File: src/rtl/riscvsys_evcnt.sv
// Windowed event counter bank: counts evmon strobes per window of enabled
// cycles, snapshots the counts at window end and drains them one beat per event.
module riscvsys_evcnt #(
  parameter int N_EV   = 8,
  parameter int CNT_W  = 16,
  parameter int WINDOW = 1024,
  localparam int IDX_W = $clog2(N_EV)
) (
  input  logic             i_clk,
  input  logic             i_rst,
  input  logic             i_en,
  input  logic [N_EV-1:0]  i_ev,
  output logic             o_valid,
  input  logic             i_ready,
  output logic [IDX_W-1:0] o_idx,
  output logic [CNT_W-1:0] o_cnt,
  output logic             o_last,
  output logic [15:0]      o_window,
  output logic             o_drop,
  output logic             o_busy
);

  localparam int WT_W = $clog2(WINDOW);
  localparam logic [WT_W-1:0]  WT_LAST  = WT_W'(WINDOW - 1);
  localparam logic [IDX_W-1:0] IDX_LAST = IDX_W'(N_EV - 1);
  localparam logic [CNT_W-1:0] CMAX     = '1;

  typedef enum logic {IDLE, DRAIN} state_t;

  state_t           st_q, st_d;
  logic [WT_W-1:0]  wt_q, wt_d;
  logic [CNT_W-1:0] cnt_q  [N_EV];
  logic [CNT_W-1:0] cnt_d  [N_EV];
  logic [CNT_W-1:0] snap_q [N_EV];
  logic [CNT_W-1:0] snap_d [N_EV];
  logic [CNT_W-1:0] nxt    [N_EV];
  logic [15:0]      seq_q, seq_d;
  logic [15:0]      win_q, win_d;
  logic [IDX_W-1:0] idx_q, idx_d;
  logic             drop_q, drop_d;
  logic             we, last, acc, cap;

  always_comb begin
    we   = i_en && (wt_q == WT_LAST);
    last = (idx_q == IDX_LAST);
    acc  = (st_q == DRAIN) && i_ready;

    wt_d = wt_q;
    if (i_en) wt_d = we ? '0 : wt_q + 1'b1;

    // nxt includes the strobe of this cycle, so the we-cycle event
    // lands in the closing window's snapshot
    for (int i = 0; i < N_EV; i++) begin
      nxt[i] = (i_ev[i] && cnt_q[i] != CMAX) ? cnt_q[i] + 1'b1 : cnt_q[i];
      cnt_d[i] = cnt_q[i];
      if (i_en) cnt_d[i] = we ? '0 : nxt[i];
    end

    seq_d  = we ? seq_q + 16'd1 : seq_q;
    snap_d = snap_q;
    win_d  = win_q;
    idx_d  = idx_q;
    st_d   = st_q;
    drop_d = drop_q;
    cap    = 1'b0;

    unique case (st_q)
      IDLE: cap = we;
      DRAIN: begin
        if (acc && last) begin
          if (we) cap = 1'b1;
          else st_d = IDLE;
        end else begin
          if (acc) idx_d = idx_q + 1'b1;
          if (we) drop_d = 1'b1;
        end
      end
      default: st_d = IDLE;
    endcase

    if (cap) begin
      snap_d = nxt;
      win_d  = seq_q;
      idx_d  = '0;
      st_d   = DRAIN;
    end
  end

  always_ff @(posedge i_clk or posedge i_rst) begin
    if (i_rst) begin
      st_q   <= IDLE;
      wt_q   <= '0;
      seq_q  <= '0;
      win_q  <= '0;
      idx_q  <= '0;
      drop_q <= 1'b0;
      for (int i = 0; i < N_EV; i++) begin
        cnt_q[i]  <= '0;
        snap_q[i] <= '0;
      end
    end else begin
      st_q   <= st_d;
      wt_q   <= wt_d;
      seq_q  <= seq_d;
      win_q  <= win_d;
      idx_q  <= idx_d;
      drop_q <= drop_d;
      cnt_q  <= cnt_d;
      snap_q <= snap_d;
    end
  end

  assign o_valid  = (st_q == DRAIN);
  assign o_busy   = (st_q == DRAIN);
  assign o_idx    = idx_q;
  assign o_cnt    = snap_q[idx_q];
  assign o_last   = (st_q == DRAIN) && last;
  assign o_window = win_q;
  assign o_drop   = drop_q;

endmodule

File: config.mk
export PLATFORM = sky130hd
export DESIGN_NAME = riscvsys_evcnt
export DESIGN_NICKNAME = d
export VERILOG_FILES = /design/src/rtl/riscvsys_evcnt.sv
export SDC_FILE = /design/constraint.sdc
export NUM_CORES = 1
export LEC_CHECK = 0
export CORE_UTILIZATION = 30
export DETAILED_ROUTE_END_ITERATION = 8
export PLACE_DENSITY = 0.52
export SLEW_MARGIN = 0
export SYNTH_ARGS = -nofsm -noshare
export SYNTH_HDL_FRONTEND = slang
export SYNTH_SLANG_ARGS = --single-unit
export TNS_END_PERCENT = 100
File: constraint.sdc
create_clock -name i_clk -period 13.5 [get_ports i_clk]
set_clock_uncertainty 0.2 [all_clocks]
set_input_delay 2.025 -clock i_clk [delete_from_list [all_inputs] [get_ports i_clk]]
set_output_delay 2.025 -clock i_clk [all_outputs]
set_load 0.05 [all_outputs]
==> metrics.md <==
| Metric | Value |
|---|---|
| IO Port Bufs | 50 |
| Initial antenna violation count | 1 |
| Final Cycle Share | 0.402 |
| Clock Sinks | 303 |
| Family with the most delay on the worst path | buffers and inverters |
| First-pass GRT wire length | 73,800 um |
| Post-route cell area | 18,600 um2 |
| Hold Crit Class | reg2reg |
| Cts bufs inserted | 37 |
| Hold_buf cts | 0 |
| Setup ws final | 8.07 ns |
| Clock power share | 0.419 |
| Die X-Extent | 236 um |
| Worst Setup Start Kind | flip-flop |
| Share of the synthesized area in the top cell type | 0.460 |
| Number of global-route vias before repair | 12,700 |
| Yosys warnings | 0 |
| Slowest library cell on the worst path | clkdlybuf4s50_1 |
| Critical Path End Type | output pin |
| Post-CTS Setup Bufs | 0 |
| Buffers and inverters on the worst path | 2 |
| Die Ht | 236 um |
| Aggregate negative setup slack | 0 ns |
| # setup viols final | 0 |
| Post-layout util | 0.345 |
| Switching Fraction | 0.285 |
| Top cells by area, synth | dfrtp_1, nand2_1, mux4_2, o21ai_0, xor2_1 |
| DRT Wirelength | 46,900 um |
| Final hold viol count | 0 |
| Crit Path Max Fanout | 32 |
| Largest area contributor in the netlist | dfrtp_1 |
| Overall fraction of global-route tracks in use | 0.167 |
| Initial Util | 0.305 |
| Avg Cell Area, Syn | 9.39 um2 |
| Post-Syn Area | 16,500 um2 |
| Critical Path RT | 11.27 ns |
| Via density | 5.44 |
| CTS root buf | clkbuf_16 |
| Largest net degree at the start of global routing | 114 |
| Ports | 51 |
| Comb power frac | 0.128 |
| Synth Flop Type | dfrtp_1 |
| Hpwl dp | 31,400 um |
| Register area share after synthesis | 0.460 |
| Pre-CTS setup slack | 8.24 ns |
| Worst path arrival time | 3.21 ns |
| First-pass DRT Iterations | 5 |
| CP dominant cell by count | nand2_1 |
| Total power | 2.35 mW |
| CTS H-tree depth | 2 |
| Register bit total from synthesis | 303 |
| WHS | 0.254 ns |
| Post-placement cell area | 17,400 um2 |
| Fraction of registers with async set/reset | 1.00 |
| Critical-path cell list | buf_4, mux4_2, nand2_1, nand2_1, clkdlybuf4s50_1 |
| Worst-path clk slew | 0.05 ns |
| Maxcap violations | 0 |
| Max stage delay on crit path | 0.73 ns |
| Critical path class | reg2out |
| RSZ-0062 raised after global routing | false |
| Non-filler cells in the finished layout | 2,462 |
| Sw power | 0.671 mW |
| Post-CTS sizing | 0 |
| TritonCTS clock tree | yes |
| DR vias | 13,400 |
| DRT iter0 DRCs | 947 |
| PD cells | 126 nW/um2 |
| Synth cell count leaders | dfrtp_1, nand2_1, o21ai_0 |
| F_max | 184 MHz |
| P_leak | 7.70 nW |
| Total core area | 54,000 um2 |
| Internal | 1.68 mW |
| Share of cells above drive strength 1 | 0.0770 |
| Status | completed |
| Synth unique cells | 68 |
| Min Tclk post-route | 5.43 ns |
| Mapped Cells | 1,756 |
| Area grow syn2layout | 13.0% |
| DRC | 0 |
| Slew @ Worst Pin | 1.03 ns |
| N_diodes | 0 |
| Critical path launch point | o_idx[0]$_DFFE_PP0P_ |
| Hold Path Origin | o_drop$_DFFE_PP0P_ |
| Std-Cell Rows | 85 |
| Number of flops mapped to enable cells by yosys | 0 |
| Normalized max-slew margin | 0.314 |
| Final ANT Viol Nets | 0 |
| Average routed wire per standard cell | 19.1 um |
| CTS Buffer Depth | 3 |
| Pins Over Slew Limit | 0 |
| Gr ovfl total | 0 |
| Syn nets | 1,780 |
| Layout Nets | 1,767 |
| Worst flop-to-flop path startpoint | o_idx[2]$_DFFE_PP0P_ |
| Die ar. | 55,900 um2 |
| Part of the power in registers | 0.454 |
| Placed cell count | 2,400 |
| VDD IR max | 0.0704 mV |
| Clk_lat worst skew | 0.53 ns |
| Placer Congestion | 0.838 |
-- registers in the layout, indices dropped and copies added (netlist names) --
register and flops:
o_busy 1, o_idx 3, o_window 16, seq_q 16, o_drop 1, snap_q 128
cnt_q 128, wt_q 10
-- placed cells by master, fill, tap and decap left out, drive strengths merged, types with 7 or more instances in the layout --
| cell type | n |
|---|---|
| and4 | 22 |
| nand3 | 81 |
| or2 | 9 |
| clkbuf | 56 |
| buf | 18 |
| xnor2 | 60 |
| a22o | 25 |
| nor4 | 10 |
| or4 | 7 |
| inv | 39 |
| nor2b | 9 |
| o31ai | 32 |
| nor3 | 39 |
| a21oi | 49 |
| a31oi | 24 |
| nand2 | 303 |
| nor2 | 55 |
| a21o | 20 |
| mux2i | 15 |
| xor2 | 69 |
| mux2 | 8 |
| clkdlybuf4s50 | 49 |
| dfrtp | 303 |
| and3 | 37 |
| or3 | 24 |
| o21ai | 202 |
| mux4 | 32 |
| o311ai | 21 |
| nand4 | 62 |
| ha | 12 |
-- layout make-up --
type | instances | area, um2
Sequential cell | 303 | 7580
Tap cell | 696 | 871
Timing Repair Buffer | 67 | 623
Multi-Input combinational cell | 1296 | 8220
Inverter | 38 | 150
Fill cell | 5542 | 35400
Clock buffer | 56 | 1090
Clock inverter | 6 | 87.6
-- path summary, 6_finish.rpt --
check                                         end  slack, ns  depth (start not counted)
setup / recovery                         o_cnt[4]       8.07                          5
hold / removal                 o_drop$_DFFE_PP0P_       0.25                          1
setup reg to reg           snap_q[77]$_DFFE_PP0P_      10.14                          5
hold reg to reg                o_drop$_DFFE_PP0P_       0.25                          1
max in group asynchronous  snap_q[81]$_DFFE_PP0P_       8.94                          4
min in group asynchronous   cnt_q[37]$_DFFE_PP0P_       1.82                          2
-- worst register-to-register path, cell delays in order, from the launching register on --
cell      delay [ns]
dfrtp_1         0.61
ha_1            0.37
a21boi_0        0.49
or4_4           0.43
buf_4           0.83
o21ai_0         0.27
-- layer usage --
metal | vias to the layer above | wire [um] | GRT usage
met5 | - | 13 | 0
met4 | 2 | 1320 | 0.0519
met3 | 85 | 2430 | 0.0254
met2 | 368 | 21600 | 0.265
met1 | 6617 | 21500 | 0.233
li1 | 6316 | - | -
-- power groups by stage --
stage          clock (mW)  combinational [mW]  sequential (mW)
4_1_cts              1.01               0.307             1.06
5_1_grt              1.04               0.340             1.08
6_report            0.985               0.301             1.07
2_1_floorplan           0               0.249             1.04
3_5_place_dp            0               0.304             1.08
3_3_place_gp            0               0.300             1.08
-- kinds of logic after synthesis --
| logic type | synth area share |
|---|---|
| simple gates | 0.202 |
| fa+ha+maj | 0.00911 |
| flops | 0.460 |
| compound gates | 0.159 |
| xor+xnor | 0.0685 |
| mux | 0.0583 |
| buf+inv | 0.0432 |
Note: power is estimated with default switching activity, not from simulation.
